==> config.mk <==
export PLATFORM = sky130hd
export DESIGN_NAME = fetch_unit
export DESIGN_NICKNAME = d
export VERILOG_FILES = /design/src/rtl/fetch_unit_pkg.sv /design/src/rtl/fetch_unit_npc_mux.sv /design/src/rtl/fetch_unit.sv
export SDC_FILE = /design/constraint.sdc
export NUM_CORES = 1
export LEC_CHECK = 0
export BUFFER_PORTS_ARGS = -buffer_cell sky130_fd_sc_hd__buf_4
export CORE_ASPECT_RATIO = 0.7
export CORE_MARGIN = 2
export CORE_UTILIZATION = 30
export DETAILED_ROUTE_END_ITERATION = 8
export GPL_TIMING_DRIVEN = 0
export SETUP_SLACK_MARGIN = 0.5
export SYNTH_ARGS = -nofsm -noshare
export SYNTH_HDL_FRONTEND = slang
export SYNTH_HIERARCHICAL = 1
export SYNTH_SLANG_ARGS = --single-unit
==> constraint.sdc <==
create_clock -name clk -period 6.75 [get_ports clk]
set_clock_uncertainty 0.15 [all_clocks]
set_input_delay 1.0125 -clock clk [delete_from_list [all_inputs] [get_ports clk]]
set_output_delay 1.0125 -clock clk [all_outputs]
set_load 0.05 [all_outputs]
==> src/rtl/fetch_unit_pkg.sv <==
// Shared types and constants for the instruction-fetch stage.
package fetch_unit_pkg;

    localparam int          XLEN       = 32;
    localparam logic [31:0] NOP_INST   = 32'h0000_0013;
    localparam int          INST_ALIGN = 4;

    typedef enum logic [1:0] {
        IDLE,
        WAIT,
        OUT
    } state_e;

    typedef enum logic [1:0] {
        NPC_HOLD,
        NPC_INC,
        NPC_REDIRECT
    } npc_sel_e;

endpackage

==> src/rtl/fetch_unit_npc_mux.sv <==
// Next-PC select: hold, sequential increment, or aligned redirect target.
module fetch_unit_npc_mux
    import fetch_unit_pkg::*;
(
    input  npc_sel_e         sel,
    input  logic [XLEN-1:0]  pc,
    input  logic [XLEN-1:0]  target,
    output logic [XLEN-1:0]  npc
);

    localparam logic [XLEN-1:0] ALIGN_MASK = ~(XLEN'(INST_ALIGN - 1));

    always_comb begin
        npc = pc;
        unique case (sel)
            NPC_INC:      npc = pc + XLEN'(INST_ALIGN);
            NPC_REDIRECT: npc = target & ALIGN_MASK;
            default:      npc = pc;
        endcase
    end

endmodule

==> src/rtl/fetch_unit.sv <==
// Instruction fetch: one outstanding imem request, valid/ready delivery to decode,
// and the next-PC fed back to a PC register that has no enable.
module fetch_unit
    import fetch_unit_pkg::*;
(
    input  logic             clk,
    input  logic             rst,
    input  logic [XLEN-1:0]  pc_in,
    output logic [XLEN-1:0]  npc_out,
    input  logic             redirect_valid,
    input  logic [XLEN-1:0]  redirect_target,
    output logic             imem_req,
    output logic [XLEN-1:0]  imem_addr,
    input  logic             imem_gnt,
    input  logic             imem_rvalid,
    input  logic [XLEN-1:0]  imem_rdata,
    output logic             inst_valid,
    output logic [XLEN-1:0]  inst,
    output logic [XLEN-1:0]  inst_pc,
    input  logic             inst_ready,
    output logic [31:0]      fetch_count
);

    state_e          state_q, state_d;
    logic            drop_q, drop_d;
    logic [XLEN-1:0] req_pc_q, req_pc_d;
    logic [XLEN-1:0] inst_q, inst_d;
    logic [XLEN-1:0] inst_pc_q, inst_pc_d;
    logic [31:0]     fetch_count_q, fetch_count_d;
    npc_sel_e        npc_sel;

    assign inst_valid  = (state_q == OUT);
    assign inst        = inst_valid ? inst_q : NOP_INST;
    assign inst_pc     = inst_pc_q;
    assign imem_addr   = pc_in;
    assign fetch_count = fetch_count_q;

    // Redirect wins over everything; a redirect while a response is still in
    // flight arms drop so that stale response is swallowed on arrival.
    always_comb begin
        state_d       = state_q;
        drop_d        = drop_q;
        req_pc_d      = req_pc_q;
        inst_d        = inst_q;
        inst_pc_d     = inst_pc_q;
        fetch_count_d = fetch_count_q + {31'd0, inst_valid & inst_ready};
        imem_req      = 1'b0;
        npc_sel       = NPC_HOLD;

        if (redirect_valid) begin
            npc_sel = NPC_REDIRECT;
            unique case (state_q)
                WAIT: begin
                    if (imem_rvalid) begin
                        state_d = IDLE;
                        drop_d  = 1'b0;
                    end else begin
                        drop_d  = 1'b1;
                    end
                end
                default: state_d = IDLE;
            endcase
        end else begin
            unique case (state_q)
                IDLE: begin
                    imem_req = 1'b1;
                    if (imem_gnt) begin
                        req_pc_d = pc_in;
                        npc_sel  = NPC_INC;
                        state_d  = WAIT;
                    end
                end
                WAIT: begin
                    if (imem_rvalid) begin
                        if (drop_q) begin
                            drop_d  = 1'b0;
                            state_d = IDLE;
                        end else begin
                            inst_d    = imem_rdata;
                            inst_pc_d = req_pc_q;
                            state_d   = OUT;
                        end
                    end
                end
                OUT: begin
                    imem_req = inst_ready;
                    if (inst_ready) begin
                        if (imem_gnt) begin
                            req_pc_d = pc_in;
                            npc_sel  = NPC_INC;
                            state_d  = WAIT;
                        end else begin
                            state_d  = IDLE;
                        end
                    end
                end
                default: state_d = IDLE;
            endcase
        end

        if (rst) begin
            imem_req = 1'b0;
            npc_sel  = NPC_HOLD;
        end
    end

    fetch_unit_npc_mux u_npc_mux (
        .sel    (npc_sel),
        .pc     (pc_in),
        .target (redirect_target),
        .npc    (npc_out)
    );

    always_ff @(posedge clk) begin
        if (rst) begin
            state_q       <= IDLE;
            drop_q        <= 1'b0;
            req_pc_q      <= '0;
            inst_q        <= NOP_INST;
            inst_pc_q     <= '0;
            fetch_count_q <= '0;
        end else begin
            state_q       <= state_d;
            drop_q        <= drop_d;
            req_pc_q      <= req_pc_d;
            inst_q        <= inst_d;
            inst_pc_q     <= inst_pc_d;
            fetch_count_q <= fetch_count_d;
        end
    end

endmodule

==> Yosys cells after proc, flatten, opt, wreduce, memory -nomap -nowiden <==
Index checks and enable logic that the tools add are counted.
{ "classes": {"add_sub_neg": 2, "eq_ne": 8, "muxes": 26, "bitwise_logic": 3, "n_reduce_logical": 7} }
{ "ops": {"columns": ["op", "n"], "rows": [
  ["$pmux W32 S2", 2],
  ["$mux W32", 3],
  ["$add A32 B1 Y32", 1],
  ["$add A32 B3 Y32 const B", 1],
  ["$mux W2", 10],
  ["$mux W1", 8],
  ["$pmux W2 S3", 1],
  ["$reduce_and A3 Y1", 2],
  ["$eq A2 B1 Y1 const B", 2],
  ["$eq A2 B2 Y1 const B", 2],
  ["$pmux W2 S2", 1],
  ["$reduce_and A4 Y1", 1],
  ["$reduce_bool A2 Y1", 2],
  ["$ne A3 B2 Y1 const B", 1],
  ["$ne A3 B3 Y1 const B", 1],
  ["$logic_not A2 Y1", 1],
  ["$ne A2 B1 Y1 const B", 1],
  ["$ne A2 B2 Y1 const B", 1],
  ["$not A1 Y1", 2],
  ["$pmux W1 S2", 1],
  ["$reduce_and A2 Y1", 1],
  ["$and A1 B1 Y1", 1]
]} }
{ "word_totals": {"regBits": 131, "input_bits": 102, "out_inout_bits": 162, "elab_cells": 52} }

==> Depth between registers and ports, before layout <==
{ "depth": {"ltp_word": 7, "ltp_mapped": 11, "ltp_nobuf": 9} }

==> Modules after synthesis <==
The synthesis kept the hierarchy.
{ "modules_own_cells": {"columns": ["module", "instances", "cells_per_inst", "area_each_um2", "seq_area_each_um2"], "rows": [
  ["fetch_unit", 1, 643, 5411.4, 2622.5],
  ["fetch_unit_npc_mux", 1, 212, 1335.0, 0.0]
]} }

==> Least setup slack after synthesis <==
Ideal clock, no wire load.
{ "synth_timing": {"path_type": "input to output", "start": "in rst", "end": "out npc_out[17]", "arrival_time_ns": 6.099, "required_ns": 5.588, "slack_ns": -0.511, "cell_stages": 10, "n_path_buf": 3, "cell_sequence": "clkbuf_1 > a2111oi_0 > and2_1 > inv_1 > ha_1 > clkbuf_1 > buf_1 > nor2_1 > mux2i_1 > o21ai_0"} }
{ "synth_via": {"elab_chain_cells": 3, "word_cells_on_any_way": 4, "classes_between": "eq/ne: 2; mux: 2"} }
{ "synth_rtl": {"columns": ["item", "line_no", "rtl"], "rows": [
  ["start, declared", "fetch_unit.sv:7", "input logic rst,"],
  ["$mux W2 (*)", "fetch_unit.sv:101", "if (rst) begin"],
  ["via npc_sel[0]", "fetch_unit.sv:30", "npc_sel_e npc_sel;"],
  ["$eq A2 B2 Y1 or $eq A2 B1 Y1 (tied branches)", "fetch_unit_npc_mux.sv:15", "unique case (sel)"],
  ["$pmux W32 S2 (*)", "fetch_unit_npc_mux.sv:15", null],
  ["end, declared", "fetch_unit.sv:9", "output logic [XLEN-1:0] npc_out,"]
]} }
The timed path passes the listed nets; every way through them passes the cells marked *.

==> Worst setup path in the final report <==
{ "layout_timing": {"start": "in rst", "end": "out npc_out[3]"} }
Same word-level chain as after synthesis.

==> run_summary.xml <==
<?xml version="1.0" encoding="UTF-8"?>
<metrics>
  <group name="timing">
    <metric name="maxClockFrequency" unit="MHz">187</metric>
    <metric name="rsz0062_at_grt" unit="">false</metric>
    <metric name="fin_tns_setup" unit="ps">0</metric>
    <metric name="worstMarginPinSlew" unit="ps">997</metric>
    <metric name="timing.final.crit_period" unit="ps">5340</metric>
    <metric name="worst_slack" unit="ps">1410</metric>
    <metric name="timing_max_transition_violations_final" unit="">0</metric>
    <metric name="maxSlewHeadroom" unit="%">33.4</metric>
    <metric name="finalHoldViolCount" unit="">0</metric>
    <metric name="fin_crit_sh" unit="%">79.1</metric>
    <metric name="timing.final.setup_violations" unit="">0</metric>
  </group>
  <group name="final_layout">
    <metric name="register_area" unit="um^2">2620</metric>
    <metric name="layout.core_utilization" unit="%">44.1</metric>
    <metric name="synthToLayoutAreaGrowth" unit="%">42.8</metric>
    <metric name="nets" unit="">1242</metric>
    <metric name="post_route_cells_drive_above_1_share" unit="%">30.7</metric>
    <metric name="area_of_the_multi_input_gates" unit="um^2">3570</metric>
    <metric name="finish.instance_area" unit="um^2">9630</metric>
    <metric name="diodes" unit="">0</metric>
    <metric name="fillerInstances" unit="">2233</metric>
  </group>
  <group name="routing">
    <metric name="drt_first_iter_violations" unit="">402</metric>
    <metric name="detail_route.drc_violations" unit="">0</metric>
    <metric name="via_count" unit="">6988</metric>
    <metric name="via_per_inst" unit="">4.89</metric>
    <metric name="wire_per_inst" unit="um">16.9</metric>
    <metric name="antenna_left" unit="">0</metric>
    <metric name="totalWireLength" unit="mm">24.1</metric>
    <metric name="drt-pass1-iter-count" unit="">5</metric>
  </group>
  <group name="clocking">
    <metric name="clk_latency" unit="ps">420</metric>
    <metric name="numCtsBuffers" unit="">17</metric>
    <metric name="cts_tree" unit="">yes</metric>
    <metric name="clkSinkCount" unit="">131</metric>
    <metric name="cts_repair_resize_count" unit="">0</metric>
    <metric name="post_cts_setup_driven_buffer_insertion_count" unit="">0</metric>
    <metric name="clock-root-buffer" unit="">clkbuf_16</metric>
    <metric name="worst_setup_hold_path_clk_slew" unit="ps">60</metric>
    <metric name="cts-root-to-sink-buffers" unit="">2</metric>
    <metric name="htreeDepth" unit="">4</metric>
    <metric name="postCtsHoldBufs" unit="">0</metric>
  </group>
  <group name="power">
    <metric name="combPwrFrac" unit="%">17.8</metric>
    <metric name="netSwitchingFraction" unit="%">29.6</metric>
    <metric name="highest_ir_drop_seen_on_vdd" unit="V">0.000167</metric>
    <metric name="clockPowerShare" unit="%">44.2</metric>
    <metric name="p_switching" unit="uW">618</metric>
    <metric name="totalPowerFinal" unit="uW">2090</metric>
    <metric name="static-leakage-power" unit="uW">0.00401</metric>
    <metric name="intPower" unit="uW">1470</metric>
    <metric name="sequentialPowerShare" unit="%">38.0</metric>
    <metric name="power_density_cells" unit="nW/um^2">217</metric>
  </group>
  <group name="floorplanning">
    <metric name="die_y" unit="um">129</metric>
    <metric name="die_area" unit="um^2">23700</metric>
    <metric name="design.portCount" unit="">264</metric>
    <metric name="initial_utilization" unit="%">30.9</metric>
    <metric name="fp.coreArea" unit="um^2">21800</metric>
    <metric name="number_of_rows_in_the_core_area" unit="">45</metric>
    <metric name="die_w" unit="um">183</metric>
  </group>
  <group name="synthesis">
    <metric name="syn_area" unit="um^2">6750</metric>
    <metric name="ys_ff_latch" unit="">131</metric>
    <metric name="synth_cell_types" unit="">53</metric>
    <metric name="synth.yosys.warnings" unit="">6</metric>
    <metric name="synthArstFlopShare" unit="%">0</metric>
    <metric name="synth_edf_count" unit="">0</metric>
    <metric name="postSynthNetCount" unit="">963</metric>
    <metric name="syn_inst" unit="">855</metric>
    <metric name="postSynth.topFlopCell" unit="">dfxtp_1</metric>
    <metric name="share_of_synthesized_area_occupied_by_flip_flops_and_latches" unit="%">38.9</metric>
    <metric name="syn-mean-instance-area" unit="um^2">7.89</metric>
  </group>
  <group name="setup_path">
    <metric name="r2r_depth" unit="">10</metric>
    <metric name="critical_path_required_time" unit="ps">5590</metric>
    <metric name="setup.worst_path.start_class" unit="">input port</metric>
    <metric name="r2r_start" unit="">state_q[1]</metric>
    <metric name="worstReg2RegEnd" unit="">fetch_count[20]</metric>
    <metric name="critPathLaunch" unit="">rst</metric>
    <metric name="timing.critical_path.arrival" unit="ps">4180</metric>
    <metric name="timing_worst_setup_path_type" unit="">in -&gt; out</metric>
    <metric name="critPathMaxFanout" unit="">10</metric>
    <metric name="critical_path.endpoint" unit="">npc_out[3]</metric>
    <metric name="setup.reg_to_reg.worst_slack" unit="ps">2880</metric>
    <metric name="endpoint_kind" unit="">primary output</metric>
  </group>
  <group name="place">
    <metric name="place.gp.congestion" unit="">0.894</metric>
    <metric name="place.detailed.hpwl" unit="mm">18.2</metric>
    <metric name="port_buffers" unit="">260</metric>
    <metric name="post_dp_cell_area" unit="um^2">9060</metric>
    <metric name="preCtsSetupSlack" unit="ps">1440</metric>
  </group>
  <group name="global_route">
    <metric name="antenna_found_initial" unit="">0</metric>
    <metric name="grt_pass1_vias" unit="">6534</metric>
    <metric name="grt.overflow.total" unit="">0</metric>
    <metric name="grt_first_pass_wirelength" unit="mm">36.5</metric>
    <metric name="maximum_number_of_pins_on_one_net_before_global_route_repair" unit="">17</metric>
    <metric name="grtUsageTotal" unit="%">20.1</metric>
  </group>
  <group name="flow_run">
    <metric name="drv_cap" unit="">0</metric>
  </group>
  <group name="worst_hold_path">
    <metric name="hold_path_class" unit="">reg -&gt; reg</metric>
  </group>
  <group name="outcome">
    <metric name="status" unit="">finished, final reports clean</metric>
  </group>
</metrics>
-- sequential cells by signal (all words and copies together) (netlist names) --
register / flops
state_q: 2
inst_q: 32
inst_pc: 32
drop_q: 1
req_pc_q: 32
fetch_count: 32
-- area by class of cell --
cell class              count  area share [%]
plain buffers              89            4.88
clock buffers              19            4.60
clock inverters            12            1.39
inverters                  23           0.896
multi-input cells         612            37.1
flip-flops and latches    131            27.2
well taps                 282            3.66
repair buffers            260            20.3
-- power by group through the flow --
stage	Sequential [uW]	Combinational, uW	Clock [uW]
finish	795	372	923
global route	796	394	983
CTS	795	372	944
detailed placement	812	371	0
global placement	812	370	0
floorplan	813	221	0
-- logic make-up (layout without fill, tap and decap cells) --
| family | Yosys count | count (layout) | synth area share, % |
|---|---|---|---|
| buffers and inverters | 112 | 403 | 8.25 |
| adder cells (fa/ha/maj) | 6 | 6 | 1.11 |
| XOR/XNOR | 12 | 12 | 1.56 |
| flip-flops | 131 | 131 | 38.9 |
| AO/OA/AOI/OAI | 169 | 169 | 14.7 |
| multiplexers | 52 | 52 | 7.79 |
| AND/OR/NAND/NOR | 373 | 373 | 27.7 |
-- synthesized netlist by cell type (4+ instances only) --
cell	n	share of area, %
a21oi_1	91	6.8
a222oi_1	4	0.59
a22oi_1	15	1.7
and2_1	35	3.2
and3_1	8	0.74
and4_1	9	1.2
buf_1	7	0.39
buf_2	7	0.52
buf_4	34	3.8
clkbuf_1	41	2.3
dfxtp_1	131	39
ha_1	6	1.1
inv_1	22	1.2
mux2i_1	48	7.1
nand2_1	160	8.9
nand3_1	17	1.3
nand4_1	16	1.5
nor2_1	75	4.2
nor2b_1	6	0.56
nor3_1	7	0.52
o21ai_0	14	1.0
o21ai_1	16	1.2
o22ai_1	5	0.46
o31a_1	5	0.65
o31ai_1	8	0.89
or3_1	9	0.83
or4_1	10	1.1
xnor2_1	5	0.65
xor2_1	7	0.91
-- critical path, stage by stage --
cell and delay, ps:
clkbuf_1 300, clkbuf_1 510, nor2b_1 170, ha_1 350
clkbuf_1 390, buf_1 540, clkbuf_1 480, nand2_1 80
o21ai_0 110, buf_4 230
-- metal layers --
metal,routed length [um],vias up,track usage (%)
met5,0,-,0
met4,441,0,6.92
met3,1710,28,5.12
met2,10200,240,30.2
met1,11700,3239,28.0
li1,-,3481,-
-- layout by cell type, fill, tap and decap left out, drive strengths merged, types with 6 or more instances in the layout --
master	count
buf	308
nand2	160
dfxtp	131
a21oi	91
nor2	75
clkbuf	60
mux2i	48
and2	35
o21ai	30
inv	24
nand3	19
nand4	19
a22oi	15
or4	12
or3	10
and4	9
and3	9
o31ai	8
nor3	8
xor2	7
clkinv	7
nor2b	6
ha	6
-- per-stage QoR --
stage | std cells | hold slack, ps
finish | 1428 | 297
global route | 1428 | 317
CTS | 1428 | 300
detailed placement | 1397 | 292
global placement | 1397 | 288
floorplan | 855 | 279
-- how the worst min path moves through the flow --
stage	startpoint	end	depth (start not counted)
CTS	inst_q[21]	inst_q[21]	2
global placement	inst_q[10]	inst_q[10]	2
finish	inst_q[16]	inst_q[16]	2
floorplan	inst_q[0]	inst_q[0]	2
detailed placement	inst_q[21]	inst_q[21]	2
global route	req_pc_q[10]	inst_pc[10]	2
Power figures use the tool's default switching activity.
